<file path="config.mk">
export PLATFORM = sky130hd
export DESIGN_NAME = react_avg
export DESIGN_NICKNAME = d
export VERILOG_FILES = /design/src/rtl/react_avg_pkg.sv /design/src/rtl/react_acc.sv /design/src/rtl/react_avg.sv
export SDC_FILE = /design/constraint.sdc
export NUM_CORES = 1
export LEC_CHECK = 0
export BUFFER_PORTS_ARGS = -buffer_cell sky130_fd_sc_hd__buf_2
export CAP_MARGIN = 40
export CORE_MARGIN = 3
export CORE_UTILIZATION = 55
export CTS_BUF_LIST = sky130_fd_sc_hd__clkbuf_4 sky130_fd_sc_hd__clkbuf_8
export CTS_CLUSTER_SIZE = 24
export DETAILED_ROUTE_END_ITERATION = 10
export GPL_TIMING_DRIVEN = 1
export PLACE_DENSITY_LB_ADDON = 0.3
export RECOVER_POWER = 100
export REMOVE_ABC_BUFFERS = 1
export SLEW_MARGIN = 20
export SYNTH_ARGS = -nofsm -noshare
export SYNTH_HDL_FRONTEND = slang
export SYNTH_SLANG_ARGS = --single-unit
</file>
<file path="constraint.sdc">
create_clock -name clk -period 3.2 [get_ports clk]
set_clock_uncertainty 0.1 [all_clocks]
set_input_delay 0.64 -clock clk [delete_from_list [all_inputs] [get_ports clk]]
set_output_delay 0.64 -clock clk [all_outputs]
set_load 0.05 [all_outputs]
</file>
<file path="src/rtl/react_avg_pkg.sv">
// Shared project definitions: controller state encoding, player select values, trial count.
package react_avg_pkg;

   typedef enum logic [2:0] {
      ST_IDLE      = 3'd0,
      ST_WAIT      = 3'd1,
      ST_CLR_CNT1  = 3'd2,
      ST_START     = 3'd3,
      ST_STORAGE   = 3'd4,
      ST_CLR_CNT2  = 3'd5,
      ST_AVERAGE   = 3'd6,
      ST_COMPARE   = 3'd7
   } state_t;

   localparam logic PLAYER_A = 1'b1;
   localparam logic PLAYER_B = 1'b0;

   localparam int TRIALS_LOG2_DEF = 3;
   localparam int TRIALS          = 2 ** TRIALS_LOG2_DEF;

endpackage

</file>
<file path="src/rtl/react_acc.sv">
// Per-player accumulator: running sum, trial index, done flag and held average.
module react_acc #(
   parameter int TIME_W      = 10,
   parameter int TRIALS_LOG2 = 3
) (
   input  logic                   clk,
   input  logic                   rstn,
   input  logic                   clr,
   input  logic                   store,
   input  logic [TIME_W-1:0]      sample,
   input  logic                   avg_load,
   output logic [TRIALS_LOG2-1:0] test_turn,
   output logic [TIME_W-1:0]      avr_react_time,
   output logic                   done,
   output logic                   avg_valid
);

   localparam int SUM_W = TIME_W + TRIALS_LOG2;
   localparam logic [TRIALS_LOG2-1:0] LAST_TURN = '1;

   logic [SUM_W-1:0] sum;
   logic             load_d;

   always_ff @(posedge clk or negedge rstn) begin
      if (!rstn) begin
         sum            <= '0;
         test_turn      <= '0;
         done           <= 1'b0;
         avr_react_time <= '0;
         load_d         <= 1'b0;
         avg_valid      <= 1'b0;
      end else if (clr) begin
         sum            <= '0;
         test_turn      <= '0;
         done           <= 1'b0;
         avr_react_time <= '0;
         load_d         <= 1'b0;
         avg_valid      <= 1'b0;
      end else begin
         if (store && !done) begin
            sum <= sum + SUM_W'(sample);
            if (test_turn == LAST_TURN)
               done <= 1'b1;
            else
               test_turn <= test_turn + 1'b1;
         end
         // Average is a pure shift; the valid flag trails the load by one cycle.
         if (avg_load && done)
            avr_react_time <= sum[SUM_W-1:TRIALS_LOG2];
         load_d <= avg_load && done;
         if (load_d)
            avg_valid <= 1'b1;
      end
   end

endmodule

</file>
<file path="src/rtl/react_avg.sv">
// Reaction-time averaging: one-store-per-visit guard, AVERAGE edge detect, clamp, player steering.
module react_avg
   import react_avg_pkg::*;
#(
   parameter int TIME_W      = 10,
   parameter int TIME_MAX    = 999,
   parameter int TRIALS_LOG2 = TRIALS_LOG2_DEF
) (
   input  logic                   clk,
   input  logic                   rstn,
   input  logic [2:0]             machine_state,
   input  logic                   cur_player,
   input  logic [TIME_W-1:0]      react_time,
   input  logic                   react_valid,
   output logic [TRIALS_LOG2-1:0] test_turn_A,
   output logic [TRIALS_LOG2-1:0] test_turn_B,
   output logic [TIME_W-1:0]      avr_react_time_A,
   output logic [TIME_W-1:0]      avr_react_time_B,
   output logic                   done_A,
   output logic                   done_B,
   output logic                   avg_valid_A,
   output logic                   avg_valid_B
);

   localparam logic [TIME_W-1:0] TIME_CEIL = TIME_W'(TIME_MAX);

   function automatic logic [TIME_W-1:0] clamp_time(input logic [TIME_W-1:0] t);
      return (t > TIME_CEIL) ? TIME_CEIL : t;
   endfunction

   state_t            cur_state;
   state_t            prev_state;
   logic              guard;
   logic              in_storage;
   logic              clr;
   logic              store_hit;
   logic              avg_start;
   logic [TIME_W-1:0] sample;

   assign cur_state  = state_t'(machine_state);
   assign in_storage = (cur_state == ST_STORAGE);
   assign clr        = (cur_state == ST_IDLE);
   assign store_hit  = react_valid && in_storage && !guard;
   assign avg_start  = (cur_state == ST_AVERAGE) && (prev_state != ST_AVERAGE);
   assign sample     = clamp_time(react_time);

   // Guard is shared by both players so a player switch inside one visit cannot store twice.
   always_ff @(posedge clk or negedge rstn) begin
      if (!rstn) begin
         guard      <= 1'b0;
         prev_state <= ST_IDLE;
      end else begin
         prev_state <= cur_state;
         if (!in_storage)
            guard <= 1'b0;
         else if (react_valid)
            guard <= 1'b1;
      end
   end

   react_acc #(.TIME_W(TIME_W), .TRIALS_LOG2(TRIALS_LOG2)) u_acc_a (
      .clk            (clk),
      .rstn           (rstn),
      .clr            (clr),
      .store          (store_hit && (cur_player == PLAYER_A)),
      .sample         (sample),
      .avg_load       (avg_start && (cur_player == PLAYER_A)),
      .test_turn      (test_turn_A),
      .avr_react_time (avr_react_time_A),
      .done           (done_A),
      .avg_valid      (avg_valid_A)
   );

   react_acc #(.TIME_W(TIME_W), .TRIALS_LOG2(TRIALS_LOG2)) u_acc_b (
      .clk            (clk),
      .rstn           (rstn),
      .clr            (clr),
      .store          (store_hit && (cur_player == PLAYER_B)),
      .sample         (sample),
      .avg_load       (avg_start && (cur_player == PLAYER_B)),
      .test_turn      (test_turn_B),
      .avr_react_time (avr_react_time_B),
      .done           (done_B),
      .avg_valid      (avg_valid_B)
   );

endmodule

</file>
==> parameters.txt, run 1 <==
Parameter                              Value

Run status
  Run status    complete, but fails checks
  Violated checks    max-capacitance violations, max-slew violations

Floorplanning
  Horizontal extent of the die    a little under 90 um
  Initial core utilization    a little under three fifths
  Top-level I/O count    47
  Cell row count    29
  Die area    just under 8000 um^2
  Core footprint    about 6400 um^2
  Height of the die    around 88 um

Timing
  Measured slew at the worst slew-check pin    between 1.5 and 2 ns
  Final hold viol count    0
  Setup violation total in the final timing report    0
  Post-Route Hold Slack    0.346 ns
  Highest Clock Rate    around 320 MHz
  Final critical path time including I/O delays and setup    between 3 and 4 ns
  Final critical-path share of the clock period    about 97%
  Slew Limit Fails    29
  Relative slew margins    -2.21%

Global routing
  Largest net degree at the start of global routing    36
  Total global routing track utilization    about 25%
  Layer carrying the most global-route usage    met2
  Met2 global-route usage    40.5%
  Grt met1 use    between 30% and 40%
  Wire length of the first global-routing pass    ~15000 um
  GRT met3 Usage    between 6 and 7%
  Initial antenna violation count    0
  Total congestion overflow after global routing    0
  Number of global-route vias before repair    3269

Drt
  Via count of the routed design    around 3300
  1st-iter DRT viols    161
  Routed Wire Length    8930 um
  DRC violations left    0
  Detail-routed net length per standard cell    between 15 and 20 um
  Mean number of vias per cell    between 6 and 7
  ANT nets after route    0
  Detailed Routing Iterations Pass 1    5

Worst setup path
  Required time at the worst-slack endpoint    around 3.4 ns
  CP max FO    3
  Crit path arrival time    approximately 3.3 ns
  Kind of start point of the critical path    primary input
  Kind of critical path    in -> reg
  Category of the worst setup path capture point    flop
  Cells traversed along the worst timing path    buf_2, and4_1, nand2_1, nor2_1, or2_2, ha_1, fa_1, a21o_1, o221ai_2, a221oi_2, o21bai_1, mux2i_1, o2111a_1
  Slowest stage delay, CP    about 0.38 ns
  Cell with the largest stage delay on the worst path    fa_1

Yosys
  Syn avg cell area    about 9 um^2
  Number of enable-type register cells in the synthesized netlist    0
  Netlist area before placement    between 3000 and 4000 um^2
  Share of async-settable or async-resettable flops after synthesis    100%
  Sequential element share of the synthesized area    42.0%
  Most common flop cell mapped by yosys    dfrtp_1
  Syn. warnings    0
  Flip-flop and latch count after synthesis    62
  Instance count of the mapped netlist    410
  Number of unique standard cell types used by synthesis    61

Layout
  Area taken by multi-input logic gates    1980 um^2
  Fraction of layout cells with a size suffix above 1    ~16%
  Layout overhead on the synthesized area    18.0%
  Combined flip-flop and latch cell area    roughly 1600 um^2
  Post-Layout Inst Area    4360 um^2
  Final net count    512
  Utilization of the core after routing    67.8%
  Number of antenna repair diodes    0
  Total of fill cells in the finished design    about 550

Clock tree
  Worst-skew pair later-pin latency    about 0.35 ns
  Number of buffers on the longest clock path    2
  Clock tree from TritonCTS    yes
  Clock buffers created by TritonCTS    9
  Total number of clock tree sinks    between 60 and 70
  Number of post-CTS setup repair buffers    0
  H-tree levels    3
  Library cell used as clock root buffer    clkbuf_8
  Clock-pin slew on the worst setup and hold paths    around 0.080 ns

Power and ir drop
  Power per cell area    ~500 nW/um^2
  Static power due to leakage    just over 2 nW
  Total Power Consumption    between 0.002 and 0.0025 W
  Max rail drop VDD    between 0.0002 and 0.0003 V

Place
  Half-perimeter wire length after detailed placement    between 6000 and 7000 um
  Area after DPL    a little over 4000 um^2
  IO Port Bufs    46
  Routability cong.    0.931

Job
  Max-cap check violation count    1

Worst hold path
  Path category of the worst min-delay check    in -> reg
cell usage after synthesis (3+ instances only):
master | count | area share (%)
dfrtp_1 | 62 | 42
nand2_1 | 55 | 5.6
o21ai_0 | 38 | 5.2
nand3_1 | 37 | 5.0
nor2_1 | 26 | 2.6
ha_1 | 20 | 6.8
inv_1 | 18 | 1.8
a21oi_1 | 15 | 2.0
clkbuf_1 | 15 | 1.5
xnor2_1 | 9 | 2.1
a21o_1 | 8 | 1.6
nand4_1 | 6 | 1.0
a21boi_0 | 5 | 1.0
a31oi_1 | 5 | 0.85
o211ai_1 | 5 | 1.0
o21a_1 | 5 | 1.0
a311oi_1 | 4 | 0.95
buf_2 | 4 | 0.54
buf_6 | 4 | 1.2
a211oi_1 | 3 | 0.61
a41o_1 | 3 | 0.81
and3_1 | 3 | 0.51
buf_1 | 3 | 0.31
nor3_1 | 3 | 0.41
nor4_1 | 3 | 0.51
o21bai_1 | 3 | 0.61
o31ai_1 | 3 | 0.61
or2_2 | 3 | 0.51
xor2_1 | 3 | 0.71
placed cells by master, fill, tap and decap left out, types with 15 or more instances in the layout:
master	instances
o21ai_0	38
nand3_1	37
clkbuf_1	35
a21oi_1	15
nand2_1	55
nor2_1	28
ha_1	19
inv_1	18
dfrtp_1	62
buf_4	28
layer usage:
| metal | share of wire (%) | vias up |
|---|---|---|
| li1 | - | 1604 |
| met1 | 45 | 1613 |
| met2 | 47 | 101 |
| met3 | 5.2 | 29 |
| met4 | 3.2 | 0 |
| met5 | 0 | - |
critical path: cells and delay by family:
family	cells	cell delay, ns
mux	1	0.23
buf+inv	1	0.10
simple gates	4	0.68
fa+ha+maj	2	0.60
compound gates	5	1.03
power breakdown:
group	leakage [nW]	internal [W]	switching, W
sequential	0.843	0.000831	0.0000606
clock	0.108	0.000457	0.000333
combinational	1.10	0.000206	0.000287
total	2.05	0.00149	0.000680
flip-flops by register name, indices dropped and copies added (netlist names), 3 cells and up:
| name | cells |
|---|---|
| u_acc_a.test_turn | 3 |
| u_acc_b.avr_react_time | 10 |
| u_acc_a.avr_react_time | 10 |
| u_acc_b.test_turn | 3 |
| u_acc_b.sum | 13 |
| prev_state | 3 |
| u_acc_a.sum | 13 |
per-stage QoR:
step	cells	TNS, ns	setup WS, ns
after global placement	538	-1.59	-0.235
final	555	0	0.104
after floorplan	384	-0.504	-0.170
after detailed placement	539	-2.81	-0.269
after global routing	555	-0.127	-0.0640
after CTS	555	0	0.0703
final cells by class:
type                    instances  area share, %
multi-input cells             304           45.4
well taps                      77           2.21
repair buffers                 78           10.1
inverters                      18           1.55
clock buffers                  10           3.16
flip-flops and latches         62           35.6
clock inverters                 6           1.95
worst paths after layout:
kind,from,endpoint,slack (ns),depth (start not counted)
worst max-delay path,react_time[5],u_acc_a.sum[10],0.10,13
worst min register to register,u_acc_a.load_d,u_acc_a.avg_valid,0.37,2
worst max register to register,u_acc_b.sum[1],u_acc_b.sum[7],0.75,8
worst min-delay path,machine_state[1],prev_state[1],0.35,1
max in group asynchronous,rstn,u_acc_b.avr_react_time[4],0.82,2
min in group asynchronous,rstn,u_acc_a.avr_react_time[1],0.55,1
kinds of logic (layout without fill, tap and decap cells):
group	Yosys count	in the layout	synth area share [%]
and+or+nand+nor	154	154	20.8
AOI/OAI and AO/OA	114	114	20.5
DFF	62	62	42.0
buffers and inverters	44	112	5.42
adders and majority gates	23	23	8.14
xor gates and xnor gates	12	12	2.85
muxes	1	1	0.271
repair_timing:
item,in CTS,in global routing
resized for setup,0,9
endpoints found under the setup margin,0,8
hold buffers,0,0
No activity file was read; power rests on OpenSTA's default activity.
==> inputs of run 2 (changes only) <==
==> constraint.sdc (replaced) <==
create_clock -name clk -period 3.2 [get_ports clk]
set_clock_uncertainty 0.1 [all_clocks]
set_input_delay 0.16 -clock clk [delete_from_list [all_inputs] [get_ports clk]]
set_output_delay 0.16 -clock clk [all_outputs]
set_load 0.05 [all_outputs]
==> run 2 against run 1 <==
Effect of this change:
- the run still ends with max-capacitance violations, max-slew violations left
- die area stayed put
- critical path type unchanged
- critical endpoint is now u_acc_b.sum[9]
- combinational power is 10% lower
- sequential power hardly changed
- first-iteration DRC count is 32% higher
==> parameters.txt, run 2 (synthesis gave the netlist of run 1 again) <==
Parameter                              Value

Run status
  Run status    complete, but fails checks
  Violated checks    max-capacitance violations, max-slew violations

Global routing
  Number of global-route vias before repair    between 3000 and 4000
  Met2 global-route usage    40.8%
  Layer carrying the most global-route usage    met2
  Total congestion overflow after global routing    0
  Initial antenna violation count    0
  GRT met3 Usage    between 4 and 5%
  Wire length of the first global-routing pass    14700 um
  Grt met1 use    a little under a third
  Largest net degree at the start of global routing    33
  Total global routing track utilization    24.3%

Layout
  Fraction of layout cells with a size suffix above 1    under 10%
  Final net count    494
  Most used cells in the layout excluding fill and tap cells    dfrtp_1, nand2_1, o21ai_0, clkbuf_1, nand3_1
  Number of antenna repair diodes    0
  Area taken by multi-input logic gates    a little under 2000 um^2
  Top flop regs    u_acc_a.sum: 13 flops, u_acc_b.sum: 13 flops
  Total of fill cells in the finished design    slightly below 600
  Most common cell after layout, fill and taps aside    dfrtp_1
  Layout overhead on the synthesized area    11.9%
  Combined flip-flop and latch cell area    approximately 1600 um^2
  Number of non-filler instances in the completed layout    537

Worst setup path
  CP max FO    4
  Category of the worst setup path capture point    flop
  Most common cell type on the critical path    a311oi_1
  Kind of critical path    in -> reg
  Cells traversed along the worst timing path    clkbuf_1, and4_1, nand2_1, nor2_1, or2_2, ha_1, a211oi_1, o21bai_1, a311oi_1, a311oi_1, o31a_1, o31ai_1
  Crit path arrival time    2.97 ns
  Cell with the largest stage delay on the worst path    a311oi_1
  Required time at the worst-slack endpoint    between 3 and 4 ns
  Slowest stage delay, CP    roughly 0.5 ns
  Count of buffering cells on the critical path with inverters included    1
  Kind of start point of the critical path    primary input
  Largest delay contributor family on the critical path    compound AO/OA/AOI/OAI gates

Clock tree
  Clock tree from TritonCTS    yes
  Number of buffers on the longest clock path    2
  Library cell used as clock root buffer    clkbuf_8
  Worst-skew pair later-pin latency    0.34 ns
  Count of instances resized after the clock tree is built    0
  H-tree levels    3
  Clock-pin slew on the worst setup and hold paths    about 0.07 ns
  Clock buffers created by TritonCTS    9
  Total number of clock tree sinks    between 60 and 70
  Number of post-CTS setup repair buffers    0

Place
  Post-Place Cells    ~520
  Routability cong.    about 0.92
  IO Port Bufs    46
  Half-perimeter wire length after detailed placement    roughly 6300 um

Drt
  Via count of the routed design    between 3000 and 4000
  Mean number of vias per cell    around 6
  Detail-routed net length per standard cell    16.2 um
  Routed Wire Length    8690 um
  Detailed Routing Iterations Pass 1    4
  DRC violations left    0
  ANT nets after route    0
  1st-iter DRT viols    212

Power and ir drop
  Total Power Consumption    between 0.002 and 0.0025 W
  Power per cell area    slightly below 500 nW/um^2
  Max rail drop VDD    roughly 0.00029 V
  Static power due to leakage    around 1.9 nW

Timing
  Slew Limit Fails    32
  Final critical path time including I/O delays and setup    approximately 2.8 ns
  Measured slew at the worst slew-check pin    between 1.5 and 2 ns
  Relative slew margins    -14.3%
  Highest Clock Rate    around 350 MHz
  Final hold viol count    0
  Setup repair after global routing missed its margin    false
  Final critical-path share of the clock period    around 88%
  Summed negative setup slack over all endpoints    0 ns
  Setup violation total in the final timing report    0

Floorplanning
  Top-level I/O count    47
  Horizontal extent of the die    87.9 um
  Initial core utilization    a little under three fifths
  Core footprint    between 6000 and 7000 um^2
  Cell row count    29
  Height of the die    slightly below 90 um
  Die area    about 7700 um^2

Worst hold path
  Path category of the worst min-delay check    in -> reg

Job
  Max-cap check violation count    1
run 2: worst reg2reg max path, cell delays in order (launching register included):
cell	delay, ns
dfrtp_1	0.42
ha_1	0.30
a211oi_1	0.35
o21bai_1	0.13
a311oi_1	0.50
a311oi_1	0.22
o31a_1	0.32
o31ai_1	0.19
run 2: worst paths after layout:
| check | cells past startpoint | slack, ns | from | end |
|---|---|---|---|---|
| worst max-delay path | 12 | 0.38 | react_time[5] | u_acc_b.sum[9] |
| worst min-delay path | 3 | 0.07 | cur_player | u_acc_a.done |
| worst max register to register | 7 | 0.59 | u_acc_b.sum[1] | u_acc_b.sum[9] |
| worst min register to register | 2 | 0.39 | guard | guard |
| max in group asynchronous | 3 | 0.73 | rstn | prev_state[1] |
| min in group asynchronous | 2 | 0.69 | rstn | u_acc_a.avr_react_time[0] |
run 2: stage by stage:
stage               hold WS (ns)  setup WS [ns]  util [%]  area, um^2
floorplan                 -0.236          0.310         -        3560
global route              0.0825          0.129      64.3        4130
detailed placement         0.154         0.0555      61.7        3960
CTS                       0.0635          0.426      65.4        4200
global placement           0.137          0.164      61.4        3950
finish                    0.0697          0.377      64.3        4130
run 2: repair_timing:
item,in CTS,in global routing
hold buffers,5,0
endpoints found under the hold margin,34,0
endpoints found under the setup margin,0,0
run 2: final cells by class:
class                           instances  area share [%]
Tap cell                               77            2.33
Sequential cell                        62            37.6
Clock buffer                           11            3.36
Multi-Input combinational cell        304            46.7
Inverter                               18            1.64
Timing Repair Buffer                   60            7.21
Clock inverter                          5            1.21
run 2: metal layers:
| metal | up-vias | part of all wire, % |
|---|---|---|
| met1 | 1552 | 46 |
| met4 | 0 | 1.8 |
| met2 | 74 | 48 |
| met3 | 17 | 4.0 |
| li1 | 1570 | - |
| met5 | - | 0 |
run 2: power breakdown:
part	leakage [nW]	total, W	internal, W	switching (W)
sequential	0.843	0.000893	0.000831	0.0000615
clock	0.104	0.000691	0.000372	0.000319
combinational	0.985	0.000443	0.000169	0.000274
total	1.93	0.00203	0.00137	0.000655
==> inputs of run 3 (changes only) <==
- CORE_UTILIZATION: 55 -> 40
==> run 3 against run 2 <==
Effect of this change:
- the flow still finishes with violations (max-capacitance violations, max-slew violations)
- worst setup slack got worse by 0.0015 ns
- critical path depth stayed put
- first-iteration DRC count decreased by 31%
==> parameters.txt, run 3 (synthesis gave the netlist of run 1 again) <==
Parameter                              Value

Power and ir drop
  Power per cell area    between 400 and 500 nW/um^2
  Net switching fraction of the power    31.4%
  Internal power contribution    ~0.0014 W
  Sequential Power Share    roughly 44%
  Psw    0.000630 W
  Clock share of power    33.6%
  Fraction of power consumed by combinational cells    between 20% and 30%
  Max rail drop VDD    0.000183 V
  Static power due to leakage    about 1.9 nW

Clock tree
  Number of post-CTS setup repair buffers    0
  Library cell used as clock root buffer    clkbuf_8
  Total number of clock tree sinks    62
  Clock-pin slew on the worst setup and hold paths    about 0.07 ns
  Clock buffers created by TritonCTS    9
  Hold_buf cts    5
  Count of instances resized after the clock tree is built    0
  Clock tree from TritonCTS    yes
  H-tree levels    3
  Number of buffers on the longest clock path    2
  Worst-skew pair later-pin latency    ~0.33 ns

Layout
  Fraction of layout cells with a size suffix above 1    under 10%
  Layout overhead on the synthesized area    13.3%
  Post-Layout Inst Area    4180 um^2
  Final net count    495
  Number of antenna repair diodes    0
  Most common cell after layout, fill and taps aside    dfrtp_1
  Top flop regs    u_acc_a.sum: 13 flops, u_acc_b.sum: 13 flops
  Most used cells in the layout excluding fill and tap cells    dfrtp_1, nand2_1, o21ai_0, nand3_1, clkbuf_1

Drt
  Mean number of vias per cell    ~5.5
  ANT nets after route    0
  1st-iter DRT viols    146
  Detailed Routing Iterations Pass 1    4
  Routed Wire Length    8520 um
  DRC violations left    0
  Detail-routed net length per standard cell    15.0 um
  Via count of the routed design    3143

Timing
  Slew Limit Fails    30
  Final critical path time including I/O delays and setup    2.82 ns
  Setup violation total in the final timing report    0
  Summed negative setup slack over all endpoints    0 ns
  Relative slew margins    -4.43%
  Measured slew at the worst slew-check pin    approximately 1.6 ns
  Final critical-path share of the clock period    roughly nine tenths
  Highest Clock Rate    between 300 and 400 MHz
  Setup repair after global routing missed its margin    false
  Final hold viol count    0

Worst setup path
  Crit path arrival time    2.95 ns
  R2r setup slk    0.63 ns
  CP max FO    4
  Category of the worst setup path capture point    flop
  Kind of critical path    in -> reg
  Cell with the largest stage delay on the worst path    a211oi_1
  Largest delay contributor family on the critical path    adder cells
  Cells traversed along the worst timing path    buf_2, and4_1, nand2_1, nor2_1, or2_2, ha_1, fa_1, a21o_1, maj3_1, a211oi_1, nor4_1, o21a_1
  Slowest stage delay, CP    0.45 ns
  Required time at the worst-slack endpoint    ~3.3 ns
  Kind of start point of the critical path    primary input
  Count of buffering cells on the critical path with inverters included    1

Place
  IO Port Bufs    46
  Half-perimeter wire length after detailed placement    between 6000 and 7000 um
  Area after DPL    roughly 4000 um^2
  Routability cong.    roughly 0.86

Run status
  Run status    complete, but fails checks
  Violated checks    max-capacitance violations, max-slew violations

Floorplanning
  Cell row count    34
  Core footprint    slightly below 9000 um^2
  Die area    approximately 10000 um^2
  Horizontal extent of the die    approximately 100 um
  Initial core utilization    a little over two fifths
  Height of the die    around 100 um
  Top-level I/O count    47

Global routing
  Number of global-route vias before repair    between 3000 and 4000
  Total global routing track utilization    17.9%
  Wire length of the first global-routing pass    ~15000 um
  Initial antenna violation count    0
  Largest net degree at the start of global routing    63
  Total congestion overflow after global routing    0

Worst hold path
  Path category of the worst min-delay check    in -> reg

Job
  Max-cap check violation count    1
run 3: cell type report:
cell class | instances | area [um^2]
Sequential cell | 62 | 1550
Fill cell | 860 | 4670
Timing Repair Buffer | 61 | 312
Tap cell | 108 | 135
Clock inverter | 5 | 50.0
Multi-Input combinational cell | 304 | 1930
Inverter | 18 | 67.6
Clock buffer | 11 | 139
run 3: worst register-to-register path: cells and delay by family (launching register included):
| family | cells | cell delay (ns) |
|---|---|---|
| compound gates | 3 | 0.84 |
| simple gates | 1 | 0.11 |
| fa+ha+maj | 3 | 1.03 |
| flops | 1 | 0.38 |
run 3: stage by stage:
stage          hold WS [ns]  instances  total power, W  util (%)  worst slack, ns
6_report              0.102        569         0.00201      47.3            0.375
3_3_place_gp          0.212        546         0.00133      45.0            0.157
2_1_floorplan        -0.236        384         0.00120         -            0.310
4_1_cts              0.0874        568         0.00202      47.9            0.397
3_5_place_dp          0.216        547         0.00134      45.2           0.0343
5_1_grt               0.105        569         0.00212      47.3            0.104
run 3: per-layer routing:
layer  wire (um)  GRT usage, %
met1        4150          24.5
met2        3790          27.9
met3         344          2.94
met4         240          7.57
met5           0             0
run 3: power by group through the flow:
stage	registers (W)	logic [W]	clock network (W)
final	0.000889	0.000444	0.000673
after global routing	0.000896	0.000503	0.000723
after CTS	0.000887	0.000445	0.000689
after detailed placement	0.000902	0.000438	0
after global placement	0.000900	0.000428	0
after floorplan	0.000905	0.000298	0
run 3: worst paths after layout:
check	depth (start not counted)	start	end
worst max-delay path	12	react_time[5]	u_acc_b.sum[12]
worst max register to register	7	u_acc_b.sum[0]	u_acc_b.sum[12]
min in group asynchronous	3	rstn	u_acc_b.avr_react_time[5]
worst min register to register	2	u_acc_b.load_d	u_acc_b.avg_valid
worst min-delay path	3	cur_player	u_acc_a.done
max in group asynchronous	4	rstn	u_acc_a.test_turn[1]
